### src/rtl/db9md_pkg.sv
// Shared constants, types and helpers for the Mega Drive DB9 pad scanner.
// Holds joystick bit map, scan phase indices, scan state enum and sample bundle.
package db9md_pkg;

   // Decoded joystick word bit positions (active-high)
   localparam int JB_RIGHT = 0;
   localparam int JB_LEFT  = 1;
   localparam int JB_DOWN  = 2;
   localparam int JB_UP    = 3;
   localparam int JB_B     = 4;
   localparam int JB_C     = 5;
   localparam int JB_A     = 6;
   localparam int JB_START = 7;
   localparam int JB_MODE  = 8;
   localparam int JB_X     = 9;
   localparam int JB_Y     = 10;
   localparam int JB_Z     = 11;

   // Select phases that carry useful data
   localparam logic [2:0] PH_BASIC = 3'd0;
   localparam logic [2:0] PH_ABST  = 3'd1;
   localparam logic [2:0] PH_ID    = 3'd5;
   localparam logic [2:0] PH_EXT   = 3'd6;
   localparam logic [2:0] PH_LAST  = 3'd7;

   typedef enum logic {
      ST_IDLE = 1'b0,
      ST_SCAN = 1'b1
   } scan_state_e;

   // Raw active-low bus captures for one port
   typedef struct packed {
      logic [5:0] basic;
      logic [5:0] abst;
      logic [5:0] id;
      logic [5:0] ext;
   } pad_smp_t;

   // Store a bus capture into the slot owned by phase p
   function automatic pad_smp_t smp_store(
      input pad_smp_t   s,
      input logic [2:0] p,
      input logic [5:0] v
   );
      pad_smp_t r;
      r = s;
      case (p)
         PH_BASIC: r.basic = v;
         PH_ABST:  r.abst  = v;
         PH_ID:    r.id    = v;
         PH_EXT:   r.ext   = v;
         default:  r       = s;
      endcase
      return r;
   endfunction

endpackage

### src/rtl/db9md_decode.sv
// Per-port decoder: raw phase captures -> ungated 16-bit word + present/six flags.
// Ports: p0/p1/p5/p6 raw active-low bus captures; word, present, six outputs.
module db9md_decode
   import db9md_pkg::*;
(
   input  logic [5:0]  p0,
   input  logic [5:0]  p1,
   input  logic [5:0]  p5,
   input  logic [5:0]  p6,
   output logic [15:0] word,
   output logic        present,
   output logic        six
);

   // Bus: {pin9,pin6,pin4,pin3,pin2,pin1}
   always_comb begin
      word           = '0;
      word[JB_RIGHT] = ~p0[3];
      word[JB_LEFT]  = ~p0[2];
      word[JB_DOWN]  = ~p0[1];
      word[JB_UP]    = ~p0[0];
      word[JB_B]     = ~p0[4];
      word[JB_C]     = ~p0[5];
      word[JB_A]     = ~p1[4];
      word[JB_START] = ~p1[5];
      word[JB_MODE]  = ~p6[0];
      word[JB_Z]     = ~p6[1];
      word[JB_Y]     = ~p6[2];
      word[JB_X]     = ~p6[3];
   end

   // Any MD pad pulls L and R low while select is low
   assign present = ~p1[2] & ~p1[3];
   // Only a 6-button pad grounds all four direction pins in phase 5
   assign six     = (p5[3:0] == 4'b0000);

   logic unused_bits;
   assign unused_bits = ^{p1[1:0], p5[5:4], p6[5:4]};

endmodule

### src/rtl/db9md_pad_scanner.sv
// Scans two Mega Drive pads through a DB9 splitter and publishes decoded words.
// Ports: clk_sys, reset (sync, high), joy_in[5:0] (active-low bus), joy_mdsel,
// joy_split, joystick1/joystick2[15:0]. Option macro: DB9MD_DEBOUNCE_EN.
module db9md_pad_scanner
   import db9md_pkg::*;
#(
   parameter int PHASE_CYCLES = 400,
   parameter int IDLE_CYCLES  = 80000
) (
   input  logic        clk_sys,
   input  logic        reset,
   input  logic [5:0]  joy_in,
   output logic        joy_mdsel,
   output logic        joy_split,
   output logic [15:0] joystick1,
   output logic [15:0] joystick2
);

   localparam int CW = $clog2(PHASE_CYCLES);
   localparam int IW = $clog2(IDLE_CYCLES);

   localparam logic [CW-1:0] CYC_HALF  = CW'(PHASE_CYCLES / 2 - 1);
   localparam logic [CW-1:0] CYC_LAST  = CW'(PHASE_CYCLES - 1);
   localparam logic [IW-1:0] IDLE_LAST = IW'(IDLE_CYCLES - 1);

   scan_state_e state_q, state_d;
   logic [IW-1:0] idle_q, idle_d;
   logic [2:0]    phase_q, phase_d;
   logic [CW-1:0] cyc_q, cyc_d;

   pad_smp_t [1:0]    smp_q, smp_d;
   logic [1:0][15:0]  word_q, word_d;
`ifdef DB9MD_DEBOUNCE_EN
   logic [1:0][15:0]  prev_q, prev_d;
`endif

   logic [1:0][15:0] raw;
   logic [1:0][15:0] dec;
   logic [1:0]       present;
   logic [1:0]       six;

   db9md_decode u_dec0 (
      .p0      (smp_q[0].basic),
      .p1      (smp_q[0].abst),
      .p5      (smp_q[0].id),
      .p6      (smp_q[0].ext),
      .word    (raw[0]),
      .present (present[0]),
      .six     (six[0])
   );

   db9md_decode u_dec1 (
      .p0      (smp_q[1].basic),
      .p1      (smp_q[1].abst),
      .p5      (smp_q[1].id),
      .p6      (smp_q[1].ext),
      .word    (raw[1]),
      .present (present[1]),
      .six     (six[1])
   );

   always_comb begin
      for (int i = 0; i < 2; i++) begin
         if (!present[i])
            dec[i] = '0;
         else if (six[i])
            dec[i] = raw[i];
         else
            dec[i] = {8'h00, raw[i][7:0]};
      end
   end

   always_comb begin
      logic commit;
      commit  = 1'b0;
      state_d = state_q;
      idle_d  = idle_q;
      phase_d = phase_q;
      cyc_d   = cyc_q;
      smp_d   = smp_q;
      word_d  = word_q;
`ifdef DB9MD_DEBOUNCE_EN
      prev_d  = prev_q;
`endif
      unique case (state_q)
         ST_IDLE: begin
            if (idle_q == '0) begin
               state_d = ST_SCAN;
               phase_d = '0;
               cyc_d   = '0;
            end else begin
               idle_d = idle_q - IW'(1);
            end
         end
         ST_SCAN: begin
            // Port0 is on the bus in the first half, port1 in the second
            if (cyc_q == CYC_HALF)
               smp_d[0] = smp_store(smp_q[0], phase_q, joy_in);
            if (cyc_q == CYC_LAST)
               smp_d[1] = smp_store(smp_q[1], phase_q, joy_in);
            if (cyc_q == CYC_LAST) begin
               cyc_d = '0;
               if (phase_q == PH_LAST) begin
                  state_d = ST_IDLE;
                  idle_d  = IDLE_LAST;
                  commit  = 1'b1;
               end else begin
                  phase_d = phase_q + 3'd1;
               end
            end else begin
               cyc_d = cyc_q + CW'(1);
            end
         end
         default: state_d = ST_IDLE;
      endcase

      if (commit) begin
`ifdef DB9MD_DEBOUNCE_EN
         // Publish only when two consecutive frames decode identically
         for (int i = 0; i < 2; i++) begin
            if (dec[i] == prev_q[i])
               word_d[i] = dec[i];
            prev_d[i] = dec[i];
         end
`else
         word_d = dec;
`endif
      end
   end

   always_ff @(posedge clk_sys) begin
      if (reset) begin
         state_q <= ST_IDLE;
         idle_q  <= IDLE_LAST;
         phase_q <= '0;
         cyc_q   <= '0;
         smp_q   <= '1;
         word_q  <= '0;
`ifdef DB9MD_DEBOUNCE_EN
         prev_q  <= '0;
`endif
      end else begin
         state_q <= state_d;
         idle_q  <= idle_d;
         phase_q <= phase_d;
         cyc_q   <= cyc_d;
         smp_q   <= smp_d;
         word_q  <= word_d;
`ifdef DB9MD_DEBOUNCE_EN
         prev_q  <= prev_d;
`endif
      end
   end

   // Select is high in idle and on even phases
   assign joy_mdsel = (state_q == ST_IDLE) | ~phase_q[0];
   assign joy_split = (state_q == ST_SCAN) & (cyc_q > CYC_HALF);
   assign joystick1 = word_q[0];
   assign joystick2 = word_q[1];

endmodule

### config.mk
export PLATFORM = sky130hd
export DESIGN_NAME = db9md_pad_scanner
export DESIGN_NICKNAME = d
export VERILOG_FILES = /design/src/rtl/db9md_pkg.sv /design/src/rtl/db9md_decode.sv /design/src/rtl/db9md_pad_scanner.sv
export SDC_FILE = /design/constraint.sdc
export NUM_CORES = 1
export LEC_CHECK = 0
export ABC_AREA = 0
export BUFFER_PORTS_ARGS = -buffer_cell sky130_fd_sc_hd__buf_4
export CAP_MARGIN = 20
export CORE_UTILIZATION = 30
export CTS_BUF_LIST = sky130_fd_sc_hd__clkbuf_8
export DETAILED_ROUTE_END_ITERATION = 16
export PLACE_DENSITY = 0.46
export SLEW_MARGIN = 5
export SYNTH_ARGS = -nofsm -noshare
export SYNTH_HDL_FRONTEND = slang
export SYNTH_SLANG_ARGS = --single-unit
### constraint.sdc
create_clock -name clk_sys -period 2 [get_ports clk_sys]
set_input_delay 0 -clock clk_sys [delete_from_list [all_inputs] [get_ports clk_sys]]
set_output_delay 0 -clock clk_sys [all_outputs]
set_load 0.01 [all_outputs]
# After elaboration in Yosys (flattened, before gate mapping)
# Index checks and enable logic that the tools add are counted.
[classes]
n_addsub = 3
n_mul = 0
div = 0
order_cmp = 1
n_eq_ne = 11
shift = 0
n_mux = 22
n_bitwise = 34
reduce_logical = 14
[op_table]
columns = ["operator", "n"]
rows = [
  ["2-to-1 mux 17 bit", 3],
  ["2-to-1 mux 12 bit", 3],
  ["one-hot mux 17 bit (2 select lines)", 1],
  ["inverter 1 bit", 30],
  ["AND reduction 3 bit", 10],
  ["2-to-1 mux 9 bit", 2],
  ["one-hot mux 9 bit (2 select lines)", 1],
  ["zero test 17 bit", 1],
  ["subtractor 17 x 1 -> 17 bit, second input constant", 1],
  ["2-to-1 mux 16 bit", 1],
  ["adder 9 x 1 -> 9 bit, second input constant", 1],
  ["== test 3 bit, second input constant", 3],
  ["== test 9 x 8 -> 1 bit, second input constant", 1],
  ["== test 9 bit, second input constant", 1],
  ["> comparator 9 x 8 -> 1 bit, second input constant", 1],
  ["2-to-1 mux 3 bit", 3],
  ["zero test 4 bit", 2],
  ["2-to-1 mux 1 bit", 6],
  ["!= test 2 bit, second input constant", 3],
  ["one-hot mux 3 bit (2 select lines)", 1],
  ["!= test 2 x 1 -> 1 bit, second input constant", 2],
  ["adder 3 x 1 -> 3 bit, second input constant", 1],
  ["AND 1 bit", 3],
  ["== test 3 x 1 -> 1 bit, second input constant", 1],
  ["3 further kinds", 3],
]
[word_totals]
reg_bits = 102
latchBits = 0
mem_bits_rw = 0
mem_bits_ro = 0
input_bits = 8
out_inout_bits = 34
mem_count = 0

# Longest topological paths before layout
# Gate-level depths: netlist (run 1).
[logic_depth]
word_depth = 4
mapped_depth = 8

# By module
# From an unflattened synthesis (run 1), not the netlist that was laid out.
[hier_totals]
hier_cells = 490
area_unflattened_um2 = 4613.2
[by_module_without_submodules]
columns = ["module", "n_inst", "cells_each", "area_per_inst_um2"]
rows = [
  ["db9md_pad_scanner", 1, 452, 4423.0],
  ["db9md_decode", 2, 19, 95.1],
]

# Worst setup path after synthesis (run 1)
# OpenSTA, ideal clock, no wires.
[synth_timing]
path_kind = "flip-flop to flip-flop"
from = "register cyc_q[6]"
to = "register smp_q[42] (netlist name)"
setup_ps = 129
arrival_ps = 1879
t_required_ps = 1871
setup_slack_ps = -9
stages_incl_launch_ff = 8
n_path_buf = 3
path_cell_list = "dfxtp_1 buf_2 or4b_1 buf_2 or4_1 buf_4 mux2i_1 nand2_1"
[synth_between]
elab_chain_cells = 2
[synth_rtl]
columns = ["element", "line", "rtl"]
rows = [
  ["start, declared", "db9md_pad_scanner.sv:29", "logic [CW-1:0] cyc_q, cyc_d;"],
  ["start signal, assigned", "db9md_pad_scanner.sv:146", "cyc_q <= cyc_d;"],
  ["== test 9 bit", "db9md_pad_scanner.sv:99", "if (cyc_q == CYC_LAST)"],
  ["AND reduction 3 bit (no line)", "--", ""],
  ["end signal, assigned", "db9md_pad_scanner.sv:147", "smp_q <= smp_d;"],
  ["end, declared", "db9md_pad_scanner.sv:31", "pad_smp_t [1:0] smp_q, smp_d;"],
]
# Every way passes these cells.
# A chain may end at the register's enable or synchronous reset.

# Final worst setup path (run 1)
[layout_timing]
from = "register idle_q[8]"
to = "register idle_q[14]"
[layout_between]
elab_chain_cells = 3
elab_cells_between_ends = 6
cone_classes = "add/sub: 1; eq/ne: 1; mux: 2; reduce/logical: 2"
[layout_rtl]
columns = ["element", "line", "rtl"]
rows = [
  ["start, declared", "db9md_pad_scanner.sv:27", "logic [IW-1:0] idle_q, idle_d;"],
  ["start signal, assigned", "db9md_pad_scanner.sv:144", "idle_q <= idle_d;"],
  ["subtractor 17 x 1 -> 17 bit / zero test 17 bit (equally long branches)", "db9md_pad_scanner.sv:92, db9md_pad_scanner.sv:87", ""],
  ["2-to-1 mux 17 bit / != test 2 bit (equally long branches)", "--", ""],
  ["one-hot mux 17 bit (2 select lines) / AND reduction 3 bit (equally long branches)", "--", ""],
]
# Several ways; a longest one is shown, not always the timed one. The select of a mux whose other input is x is not followed.

==> reports/qor_table.md, run 1 <==
| Item | Reported | Unit |
|---|---|---|
| Floorplan die width | 116 | um |
| Buf+Inv Stages, Crit Path | 0 | - |
| Hold Path Class | in2reg | - |
| Clock root buffer | sky130_fd_sc_hd__clkbuf_8 | - |
| Cells on worst reg2reg path | 4 | - |
| Primary FF master, synth | sky130_fd_sc_hd__dfxtp_1 | - |
| Cell family with the largest share of critical-path delay | simple AND/OR/NAND/NOR gates | - |
| FFs w/ async S/R, synth | 0 | % |
| Total power divided by cell area | 644 | mW/mm2 |
| WL/cell | 14.5 | um |
| P&R area growth vs syn | 23.5 | % |
| Max-capacitance violation count | 0 | - |
| Routability congestion estimate from global placement | 0.778 | - |
| Element type at the critical path end | register | - |
| Proportion of layout cells with a drive suffix above 1 | 21.6 | % |
| Global-route wire length before repair | 16000 | um |
| Largest net degree at the start of global routing | 23 | - |
| Launching element type of the critical path | register | - |
| Number of synthesized flops with an enable pin | 0 | - |
| Count of boundary I/O pins | 42 | - |
| Worst Hold Path Cells | 4 | - |
| Die Footprint | 0.0134 | mm2 |
| Post-route fraction of the period consumed by the critical path | 97.8 | % |
| Placeable core region | 0.0126 | mm2 |
| RSZ-0062 raised after global routing | true | - |
| Cts bufs inserted | 9 | - |
| Fmax | 511 | MHz |
| Die height | 116 | um |
| Logic depth of the worst path, buffers included | 4 | - |
| Buffers on Ports | 33 | - |
| Final-report max-slew violation count | 0 | - |
| Largest vdd supply drop | 217 | uV |
| Non-filler cells in the finished layout | 682 | - |
| Cell area after technology mapping | 0.00389 | mm2 |
| Cell row count | 41 | - |
| Final instance area | 0.00480 | mm2 |
| Final-stage net count | 520 | - |
| Yosys cell types | 49 | - |
| CTS clk-pin slew, worst paths | 0.10 | ns |
| Fin Clk Skew | 0.00940 | ns |
| Source-to-sink clock delay at the later pin of the worst-skew pair | 0.38 | ns |
| Category of the most critical setup path | reg2reg | - |
| Gate count after technology mapping | 445 | - |
| DRC errors left | 0 | - |
| Ys Warns | 0 | - |
| GRT overflow | 0 | - |
| Slowest CP cell | sky130_fd_sc_hd__or4_4 | - |
| Mean number of vias per cell | 4.96 | - |
| Number of buffers on the longest clock path | 2 | - |
| Count of nets left with antenna violations after detail routing | 0 | - |
| Wire length after detailed routing | 9910 | um |
| CP Max Fanout | 8 | - |
| Number of global-route vias before repair | 3141 | - |
| Crit path top cell by count | sky130_fd_sc_hd__or4_4 | - |
| Sequential fraction of the synthesis area | 46.3 | % |
| Leakage power summed over all cells | 1.89 | nW |
| Ant diodes | 0 | - |
| Syn Area/Cell | 8.74 | um2 |
| Pre-antenna DRT Iters | 5 | - |
| Estimated wirelength of the detail-placed design | 6890 | um |
| Time the worst path needs with I/O delays and setup | 1.96 | ns |
| Vias | 3383 | - |
| Leading cell type in the layout, fill and taps excluded | sky130_fd_sc_hd__dfxtp_1 | - |
| Top library cells by usage in the layout, fill and taps aside | sky130_fd_sc_hd__dfxtp_1 (87), sky130_fd_sc_hd__buf_4 (72), sky130_fd_sc_hd__nand2_1 (69), sky130_fd_sc_hd__o21ai_0 (40), sky130_fd_sc_hd__nand3_1 (33) | - |
| Number of failing setup endpoints in the final timing report | 0 | - |
| Post-DP Area | 0.00449 | mm2 |
| Effective utilization at floorplan | 30.8 | % |
| Arrival @ worst endpoint | 2.26 | ns |
| Placed Instances | 657 | - |
| Clock H-tree levels | 3 | - |
| TritonCTS clock tree | done | - |
| Final count of hold timing violations | 0 | - |
| Clock sink total | 90 | - |
| Worst-path cell chain | or4_4 > or3_4 > or4_4 > a21oi_1 | - |
| Biggest cell delay along the critical path | 0.53 | ns |
| Status | complete, no violations | - |
| Overall Global Routing Usage | 15.6 | % |
| Flip-flop and latch count after synthesis | 90 | - |
| Number of antenna violations at the first check in global routing | 0 | - |
| Data required time at the worst endpoint | 2.30 | ns |
| Starting DRC count in detailed routing | 182 | - |
per-stage QoR:
step | utilization [%] | setup TNS (ns) | total power, mW | hold WS, ns | setup WS [ns]
floorplan | - | 0 | 1.91 | 0.125 | 0.0135
global placement | 35.6 | 0 | 1.95 | 0.283 | 0.0124
detailed placement | 35.6 | -0.0432 | 1.95 | 0.287 | -0.0432
CTS | 37.6 | -0.00159 | 3.13 | 0.434 | -0.00159
global route | 38.0 | -0.0953 | 3.23 | 0.449 | -0.0634
finish | 38.0 | 0 | 3.09 | 0.445 | 0.0434
where the power goes:
part	total (mW)	switching (mW)	leakage [nW]	internal (mW)
registers	1.80	0.00474	0.728	1.80
clock network	1.17	0.710	0.0918	0.461
logic	0.118	0.0756	1.07	0.0428
total	3.09	0.790	1.89	2.30
layout make-up:
cell class | count | area, um2
clock buffer | 9 | 124
clock inverter | 7 | 51.3
fill | 1324 | 7820
inverter | 15 | 56.3
multi-input combinational | 310 | 1940
sequential | 90 | 1810
tap | 172 | 215
timing repair buffer | 79 | 611
kinds of logic (layout without fill, tap and decap cells):
logic type                 Yosys count  after routing  share of synthesized area, %
DFF                                 90             90                          46.3
and+or+nand+nor                    182            182                          25.2
adders and majority gates            7              7                          2.25
buffers and inverters               52            110                          6.05
other                                1              8                        0.0965
AOI/OAI and AO/OA                   90             90                          14.1
muxes                               23             23                          5.95
Yosys cell counts (2+ instances only):
library cell	n	share of area, %
sky130_fd_sc_hd__nand4_1	8	1.3
sky130_fd_sc_hd__a311oi_1	2	0.45
sky130_fd_sc_hd__nor3_1	6	0.77
sky130_fd_sc_hd__mux2i_1	22	5.7
sky130_fd_sc_hd__or4_1	9	1.7
sky130_fd_sc_hd__ha_1	7	2.3
sky130_fd_sc_hd__a31oi_1	13	2.1
sky130_fd_sc_hd__nor4b_1	2	0.45
sky130_fd_sc_hd__a41oi_1	2	0.45
sky130_fd_sc_hd__o211ai_1	2	0.39
sky130_fd_sc_hd__nand3_1	34	4.4
sky130_fd_sc_hd__o21ai_0	40	5.1
sky130_fd_sc_hd__and4_1	2	0.45
sky130_fd_sc_hd__nand3b_1	4	0.77
sky130_fd_sc_hd__nor2_1	5	0.48
sky130_fd_sc_hd__buf_4	9	1.7
sky130_fd_sc_hd__or3_1	6	0.97
sky130_fd_sc_hd__and3_1	7	1.1
sky130_fd_sc_hd__buf_2	5	0.64
sky130_fd_sc_hd__a32o_1	3	0.77
sky130_fd_sc_hd__a21oi_1	13	1.7
sky130_fd_sc_hd__dfxtp_1	90	46
sky130_fd_sc_hd__clkbuf_1	22	2.1
sky130_fd_sc_hd__nand2_1	69	6.7
sky130_fd_sc_hd__nor2b_1	3	0.48
sky130_fd_sc_hd__inv_1	14	1.4
sky130_fd_sc_hd__nor4_2	2	0.64
sky130_fd_sc_hd__o31ai_1	7	1.4
sky130_fd_sc_hd__nand2b_1	8	1.3
sky130_fd_sc_hd__nor4_1	9	1.4
sky130_fd_sc_hd__o31a_1	2	0.45
final timing paths:
| path | to | startpoint | slack, ns |
|---|---|---|---|
| max | idle_q[14]$_SDFFE_PP0P_ | idle_q[8]$_SDFFE_PP0P_ | 0.04 |
| min | smp_q[47]$_SDFFE_PP1P_ | joy_in[5] | 0.45 |
| max reg2reg | idle_q[14]$_SDFFE_PP0P_ | idle_q[8]$_SDFFE_PP0P_ | 0.04 |
| min reg2reg | joystick1[1]$_SDFFE_PP0P_ | smp_q[20]$_SDFFE_PP1P_ | 0.45 |
sequential cells by signal (all words and copies together) (netlist names):
name / flops
joystick2: 12
joystick1: 12
cyc_q: 9
idle_q: 17
phase_q: 3
state_q: 1
smp_q: 36
per-layer routing:
layer	GRT usage (%)	wire length, um
met4	7.26	178
met1	21.2	4910
met5	0	0
met3	2.72	274
met2	24.2	4550
tightest hold or removal path, stage by stage:
cell and delay (ns):
sky130_fd_sc_hd__dlygate4sd3_1 0.53, sky130_fd_sc_hd__buf_4 0.14, sky130_fd_sc_hd__mux2i_1 0.07, sky130_fd_sc_hd__nand2_1 0.06
timing repair:
action | 4_1_cts | 5_1_grt
gates resized for setup | 2 | 14
endpoints found under the hold margin | 43 | 0
pin swaps | 1 | 3
buffers inserted | 1 | 1
hold buffers | 7 | 0
endpoints found under the setup margin | 2 | 33
(Power assumes the default switching activity.)
==> run 2: changes to the inputs <==
- BUFFER_PORTS_ARGS: -buffer_cell sky130_fd_sc_hd__buf_4 -> not set
- CORE_UTILIZATION: 30 -> 59
- DONT_BUFFER_PORTS: not set -> 1
- PLACE_DENSITY: 0.46 -> 0.76
==> run 2 against run 1 <==
Net effect:
- power is 3.7% lower
- utilization is 32 points higher
- clock power is 8% lower
- first-iteration DRC count is 44% higher
- largest power group unchanged
- sequential share of layout area is 3.2 points higher
- combinational power is 18% lower
- count of clock-buffer cells in the layout stayed put
- critical path type unchanged
- setup slack worse by 0.0032 ns
==> reports/qor_table.md, run 2 (synthesis results as in run 1) <==
| Item | Reported | Unit | Delta |
|---|---|---|---|
| Placeable core region | 0.00635 | mm2 | was 0.0126 mm2 |
| CTS clk-pin slew, worst paths | 0.09 | ns | was 0.10 ns |
| Cell row count | 29 | - | was 41 |
| Category of the most critical setup path | reg2reg | - | unchanged |
| Effective utilization at floorplan | 61.2 | % | was 30.8% |
| Critical path endpoint | idle_q[14]$_SDFFE_PP0P_ | - | unchanged |
| Die height | 83.2 | um | was 116 um |
| Number of antenna violations at the first check in global routing | 0 | - | unchanged |
| Data required time at the worst endpoint | 2.29 | ns | was 2.30 ns |
| Hold Path Class | in2reg | - | unchanged |
| Largest net degree at the start of global routing | 22 | - | was 23 |
| Headroom to the max-slew limit | 45.0 | % |  |
| Vias | 3317 | - | was 3383 |
| Source-to-sink clock delay at the later pin of the worst-skew pair | 0.35 | ns | was 0.38 ns |
| Ant diodes | 0 | - | unchanged |
| Time the worst path needs with I/O delays and setup | 1.96 | ns | about the same |
| Die Footprint | 0.00692 | mm2 | was 0.0134 mm2 |
| Setup TNS | 0 | ns | unchanged |
| Total of fill cells in the finished design | 511 | - | was 1324 |
| Largest vdd supply drop | 563 | uV | was 217 uV |
| Overall Global Routing Usage | 26.5 | % | was 15.6% |
| Buffers on Ports | 0 | - | was 33 |
| WL/cell | 16.2 | um | was 14.5 um |
| Cts bufs inserted | 9 | - | unchanged |
| Count of nets left with antenna violations after detail routing | 0 | - | unchanged |
| Max-capacitance violation count | 0 | - | unchanged |
| Met3 layer usage reported by global route | 6.06 | % | was 2.72% |
| GRT overflow | 0 | - | unchanged |
| DRC errors left | 0 | - | unchanged |
| Reg2Reg Launch Point | idle_q[8]$_SDFFE_PP0P_ | - | unchanged |
| Final count of hold timing violations | 0 | - | unchanged |
| Arrival @ worst endpoint | 2.25 | ns | was 2.26 ns |
| Fin Clk Skew | 0.00513 | ns | was 0.00940 ns |
| Post-route fraction of the period consumed by the critical path | 98.0 | % | was 97.8% |
| Mean number of vias per cell | 6.02 | - | was 4.96 |
| Element type at the critical path end | register | - | unchanged |
| Leakage power summed over all cells | 1.71 | nW | was 1.89 nW |
| Count of boundary I/O pins | 42 | - | unchanged |
| Total power divided by cell area | 671 | mW/mm2 | was 644 mW/mm2 |
| Number of global-route vias before repair | 3019 | - | was 3141 |
| Biggest registers after layout | smp_q: 36 flops, idle_q: 17 flops | - | unchanged |
| Fmax | 510 | MHz | was 511 MHz |
| Busiest layer in global routing | met2 | - | unchanged |
| Proportion of layout cells with a drive suffix above 1 | 16.7 | % | was 21.6% |
| Slew @ Worst Pin | 0.823 | ns |  |
| Starting DRC count in detailed routing | 262 | - | was 182 |
| Final-report max-slew violation count | 0 | - | unchanged |
| Global-route met1 utilization | 34.7 | % | was 21.2% |
| Routability congestion estimate from global placement | 0.872 | - | was 0.778 |
| Cells on worst reg2reg path | 4 | - | unchanged |
| TritonCTS clock tree | done | - | unchanged |
| Final-stage net count | 484 | - | was 520 |
| Global-route wire length before repair | 14600 | um | was 16000 um |
| Floorplan die width | 83.2 | um | was 116 um |
| Clock root buffer | sky130_fd_sc_hd__clkbuf_8 | - | unchanged |
| Top library cells by usage in the layout, fill and taps aside | sky130_fd_sc_hd__dfxtp_1 (84), sky130_fd_sc_hd__nand2_1 (69), sky130_fd_sc_hd__o21ai_0 (38), sky130_fd_sc_hd__buf_4 (34), sky130_fd_sc_hd__nand3_1 (33) | - | was sky130_fd_sc_hd__dfxtp_1 (87), sky130_fd_sc_hd__buf_4 (72), sky130_fd_sc_hd__nand2_1 (69), sky130_fd_sc_hd__o21ai_0 (40), sky130_fd_sc_hd__nand3_1 (33) |
| Clock H-tree levels | 3 | - | unchanged |
| End of the worst register-to-register path | idle_q[14]$_SDFFE_PP0P_ | - | unchanged |
| P&R area growth vs syn | 14.1 | % | was 23.5% |
| CP Max Fanout | 6 | - | was 8 |
| Leading cell type in the layout, fill and taps excluded | sky130_fd_sc_hd__dfxtp_1 | - | unchanged |
| Number of buffers on the longest clock path | 2 | - | unchanged |
| Estimated wirelength of the detail-placed design | 5940 | um | was 6890 um |
| Hold Slack | 0.0587 | ns | was 0.445 ns |
| Number of failing setup endpoints in the final timing report | 0 | - | unchanged |
| Register containing the most flip-flops in the final layout | smp_q | - | unchanged |
| Pre-antenna DRT Iters | 5 | - | unchanged |
| Number of flip-flops under the largest register name | 36 | - | unchanged |
| Clock sink total | 90 | - | unchanged |
| M2 GR Usage | 43.6 | % | was 24.2% |
| Worst R2R Setup Slack | 0.04 | ns | about the same |
| Crit path from | idle_q[8]$_SDFFE_PP0P_ | - | unchanged |
| Launching element type of the critical path | register | - | unchanged |
| Wire length after detailed routing | 8920 | um | was 9910 um |
| Status | complete, no violations | - | unchanged |
| Post-layout util | 69.9 | % | was 38.0% |
==> run 2: worst max-delay path: stages (launching register included) <==
cell                      delay, ns
sky130_fd_sc_hd__dfxtp_2       0.35
sky130_fd_sc_hd__or4_4         0.54
sky130_fd_sc_hd__or3_4         0.36
sky130_fd_sc_hd__or4_4         0.52
sky130_fd_sc_hd__a21oi_2       0.14
==> run 2: area by class of cell <==
class                           count  area (um2)  area share (%)
Inverter                           15        56.3            1.27
Clock buffer                        9         124            2.79
Timing Repair Buffer               43         357            8.04
Sequential cell                    90        1810            40.8
Multi-Input combinational cell    310        1950            43.9
Tap cell                           77        96.3            2.17
Clock inverter                      7        47.5            1.07
==> run 2: worst min-delay path by stage <==
stage	start	to	slack [ns]	cells past startpoint
floorplan	joy_in[0]	smp_q[24]$_SDFFE_PP1P_	0.13	2
global placement	reset	cyc_q[0]$_SDFFE_PP0P_	0.07	1
detailed placement	reset	cyc_q[0]$_SDFFE_PP0P_	0.07	1
CTS	reset	joystick1[1]$_SDFFE_PP0P_	0.05	4
global route	reset	joystick1[3]$_SDFFE_PP0P_	0.07	4
finish	reset	joystick1[2]$_SDFFE_PP0P_	0.06	4
==> run 2: what timing repair did <==
| action | CTS | global route |
|---|---|---|
| hold buffers | 7 | 0 |
| endpoints found under the setup margin | 1 | 30 |
| gates resized for setup | 1 | 23 |
| buffers inserted | 2 | 0 |
| endpoints found under the hold margin | 64 | 0 |
| pin swaps | 1 | 2 |
==> run 2: metal layers <==
| metal | up-vias | part of all wire (%) |
|---|---|---|
| li1 | 1640 | - |
| met1 | 1551 | 44 |
| met2 | 115 | 48 |
| met3 | 11 | 6.3 |
| met4 | 0 | 1.4 |
| met5 | - | 0 |
==> run 2: power breakdown <==
part	switching, mW	total (mW)	internal (mW)	leakage [nW]
Clock	0.630	1.08	0.449	0.0904
Sequential	0.00549	1.80	1.80	0.729
Combinational	0.0652	0.0967	0.0314	0.889
Total	0.700	2.98	2.28	1.71
==> run 2: metrics by stage <==
stage                     area, um2  total power [mW]  setup slack [ns]  cells
after CTS                      4370              3.00            0.0175    551
final                          4440              2.98            0.0402    551
after floorplan                3930              1.91            0.0135    452
after detailed placement       4110              1.90           -0.0541    526
after global placement         4110              1.90            0.0457    526
after global routing           4440              3.08           -0.0130    551
==> run 3: changes to the inputs <==
- CORE_UTILIZATION: 59 -> 65
- PLACE_DENSITY: 0.76 -> 0.79
- clock period: 2 -> 2.24 ns (I/O delays scaled with it)
==> run 3 against run 2 <==
Net effect:
- combinational power is 17% lower
- power is 4.1% lower
- via count is 1.3% higher
- critical endpoint is now smp_q[47]$_SDFFE_PP1P_
- largest power group unchanged
==> reports/qor_table.md, run 3 (synthesis results as in run 1) <==
| Item | Reported | Unit | Delta |
|---|---|---|---|
| Register containing the most flip-flops in the final layout | smp_q | - | unchanged |
| Fin Clk Skew | 0.0124 | ns | was 0.00513 ns |
| WL/cell | 16.5 | um | was 16.2 um |
| Overall Global Routing Usage | 30.2 | % | was 26.5% |
| Buffers on Ports | 0 | - | unchanged |
| Number of flip-flops under the largest register name | 36 | - | unchanged |
| Floorplan die width | 79.3 | um | was 83.2 um |
| Worst Setup Slack post-DPL | 0.0570 | ns | was -0.0541 ns |
| Clock sink total | 90 | - | unchanged |
| Leakage power summed over all cells | 1.65 | nW | was 1.71 nW |
| Number of failing setup endpoints in the final timing report | 0 | - | unchanged |
| GRT overflow | 0 | - | unchanged |
| Count of boundary I/O pins | 42 | - | unchanged |
| Slew @ Worst Pin | 0.773 | ns | was 0.823 ns |
| Die Footprint | 0.00629 | mm2 | was 0.00692 mm2 |
| Data required time at the worst endpoint | 2.49 | ns | was 2.29 ns |
| Number of global-route vias before repair | 2971 | - | was 3019 |
| Headroom to the max-slew limit | 48.3 | % | was 45.0% |
| Worst-path cell chain | or4b_1 > or4_1 > mux2i_1 > nand2_1 | - | was or4_4 > or3_4 > or4_4 > a21oi_2 |
| Final-report max-slew violation count | 0 | - | unchanged |
| Slowest CP cell | sky130_fd_sc_hd__or4_1 | - | was sky130_fd_sc_hd__or4_4 |
| Routability congestion estimate from global placement | 0.902 | - | was 0.872 |
| Placed Instances | 510 | - | was 526 |
| Leading cell type in the layout, fill and taps excluded | sky130_fd_sc_hd__dfxtp_1 | - | unchanged |
| Launching element type of the critical path | register | - | unchanged |
| Setup TNS | 0 | ns | unchanged |
| TritonCTS clock tree | done | - | unchanged |
| Clock H-tree levels | 3 | - | unchanged |
| Non-filler cells in the finished layout | 533 | - | was 551 |
| Buf+Inv Stages, Crit Path | 0 | - | unchanged |
| Largest vdd supply drop | 516 | uV | was 563 uV |
| CP Max Fanout | 7 | - | was 6 |
| DRC errors left | 0 | - | unchanged |
| Effective utilization at floorplan | 68.9 | % | was 61.2% |
| Cell row count | 27 | - | was 29 |
| Biggest cell delay along the critical path | 0.75 | ns | was 0.54 ns |
| Starting DRC count in detailed routing | 209 | - | was 262 |
| Die height | 79.3 | um | was 83.2 um |
| Pre-antenna DRT Iters | 5 | - | unchanged |
| Time the worst path needs with I/O delays and setup | 2.13 | ns | was 1.96 ns |
| Cts bufs inserted | 9 | - | unchanged |
| Proportion of layout cells with a drive suffix above 1 | 10.6 | % | was 16.7% |
| Arrival @ worst endpoint | 2.38 | ns | was 2.25 ns |
| P&R area growth vs syn | 10.3 | % | was 14.1% |
| Number of antenna violations at the first check in global routing | 0 | - | unchanged |
| RSZ-0062 raised after global routing | false | - |  |
| Vias | 3361 | - | was 3317 |
| Total of fill cells in the finished design | 402 | - | was 511 |
| Post-route fraction of the period consumed by the critical path | 95.1 | % | was 98.0% |
| Hold Path Class | in2reg | - | unchanged |
| Largest net degree at the start of global routing | 21 | - | was 22 |
| Total power divided by cell area | 665 | mW/mm2 | was 671 mW/mm2 |
| Final-stage net count | 471 | - | was 484 |
| Status | complete, no violations | - | unchanged |
| Final count of hold timing violations | 0 | - | unchanged |
| Ant diodes | 0 | - | unchanged |
| Category of the most critical setup path | reg2reg | - | unchanged |
| CTS clk-pin slew, worst paths | 0.10 | ns | was 0.09 ns |
| Mean number of vias per cell | 6.31 | - | was 6.02 |
| Clock root buffer | sky130_fd_sc_hd__clkbuf_8 | - | unchanged |
| Element type at the critical path end | register | - | unchanged |
| Number of buffers on the longest clock path | 2 | - | unchanged |
| Biggest registers after layout | smp_q: 36 flops, idle_q: 17 flops | - | unchanged |
| Count of nets left with antenna violations after detail routing | 0 | - | unchanged |
| Estimated wirelength of the detail-placed design | 5700 | um | was 5940 um |
| Wire length after detailed routing | 8800 | um | was 8920 um |
| Source-to-sink clock delay at the later pin of the worst-skew pair | 0.36 | ns | was 0.35 ns |
| Max-capacitance violation count | 0 | - | unchanged |
| Placeable core region | 0.00564 | mm2 | was 0.00635 mm2 |
| Worst path setup slack after routing | 0.109 | ns | was 0.0402 ns |
| Fmax | 469 | MHz | was 510 MHz |
| Top library cells by usage in the layout, fill and taps aside | sky130_fd_sc_hd__dfxtp_1 (90), sky130_fd_sc_hd__nand2_1 (69), sky130_fd_sc_hd__o21ai_0 (40), sky130_fd_sc_hd__nand3_1 (34), sky130_fd_sc_hd__buf_4 (23) | - | was sky130_fd_sc_hd__dfxtp_1 (84), sky130_fd_sc_hd__nand2_1 (69), sky130_fd_sc_hd__o21ai_0 (38), sky130_fd_sc_hd__buf_4 (34), sky130_fd_sc_hd__nand3_1 (33) |
| Cell family with the largest share of critical-path delay | simple AND/OR/NAND/NOR gates | - | unchanged |
| Global-route wire length before repair | 14600 | um | about the same |
==> run 3: what timing repair did <==
action                                  in CTS  in global routing
setup buffers                                0                  0
endpoints found under the hold margin       59                  0
hold buffers                                 7                  0
resized for setup                            0                  1
endpoints found under the setup margin       0                  8
==> run 3: per-stage QoR <==
step	hold slack, ns	utilization [%]	power (mW)	area (um2)
5_1_grt	0.0698	76.0	2.94	4290
3_5_place_dp	0.0757	71.0	1.70	4010
2_1_floorplan	0.125	-	1.70	3910
4_1_cts	0.0413	75.9	2.85	4280
6_report	0.0384	76.0	2.85	4290
3_3_place_gp	0.0707	71.0	1.70	4010
==> run 3: cell type report <==
cell class	count	area, um2	share of cell area (%)
tap	72	90.1	2.10
multi-input combinational	310	1890	44.0
clock inverter	7	85.1	1.98
clock buffer	9	124	2.89
sequential	90	1800	42.0
inverter	15	56.3	1.31
timing repair buffer	30	243	5.66
==> run 3: final timing paths <==
| kind | from | to | slack [ns] | cells past startpoint |
|---|---|---|---|---|
| setup / recovery | cyc_q[7]$_SDFFE_PP0P_ | smp_q[47]$_SDFFE_PP1P_ | 0.11 | 4 |
| hold / removal | reset | smp_q[23]$_SDFFE_PP1P_ | 0.04 | 2 |
| setup reg to reg | cyc_q[7]$_SDFFE_PP0P_ | smp_q[47]$_SDFFE_PP1P_ | 0.11 | 4 |
| hold reg to reg | smp_q[18]$_SDFFE_PP1P_ | joystick1[3]$_SDFFE_PP0P_ | 0.45 | 1 |
==> run 3: routing by layer <==
metal  share of wire [%]  GRT usage, %  wire length, um
met1                  45          42.1             4000
met2                  46          44.6             4060
met3                 6.4          5.86              562
met4                 2.0          14.5              174
met5                   0             0                0
==> run 3: power breakdown <==
group	internal, mW	switching, mW
registers	1.60	0.00442
logic	0.0244	0.0558
clock network	0.535	0.631
total	2.16	0.692
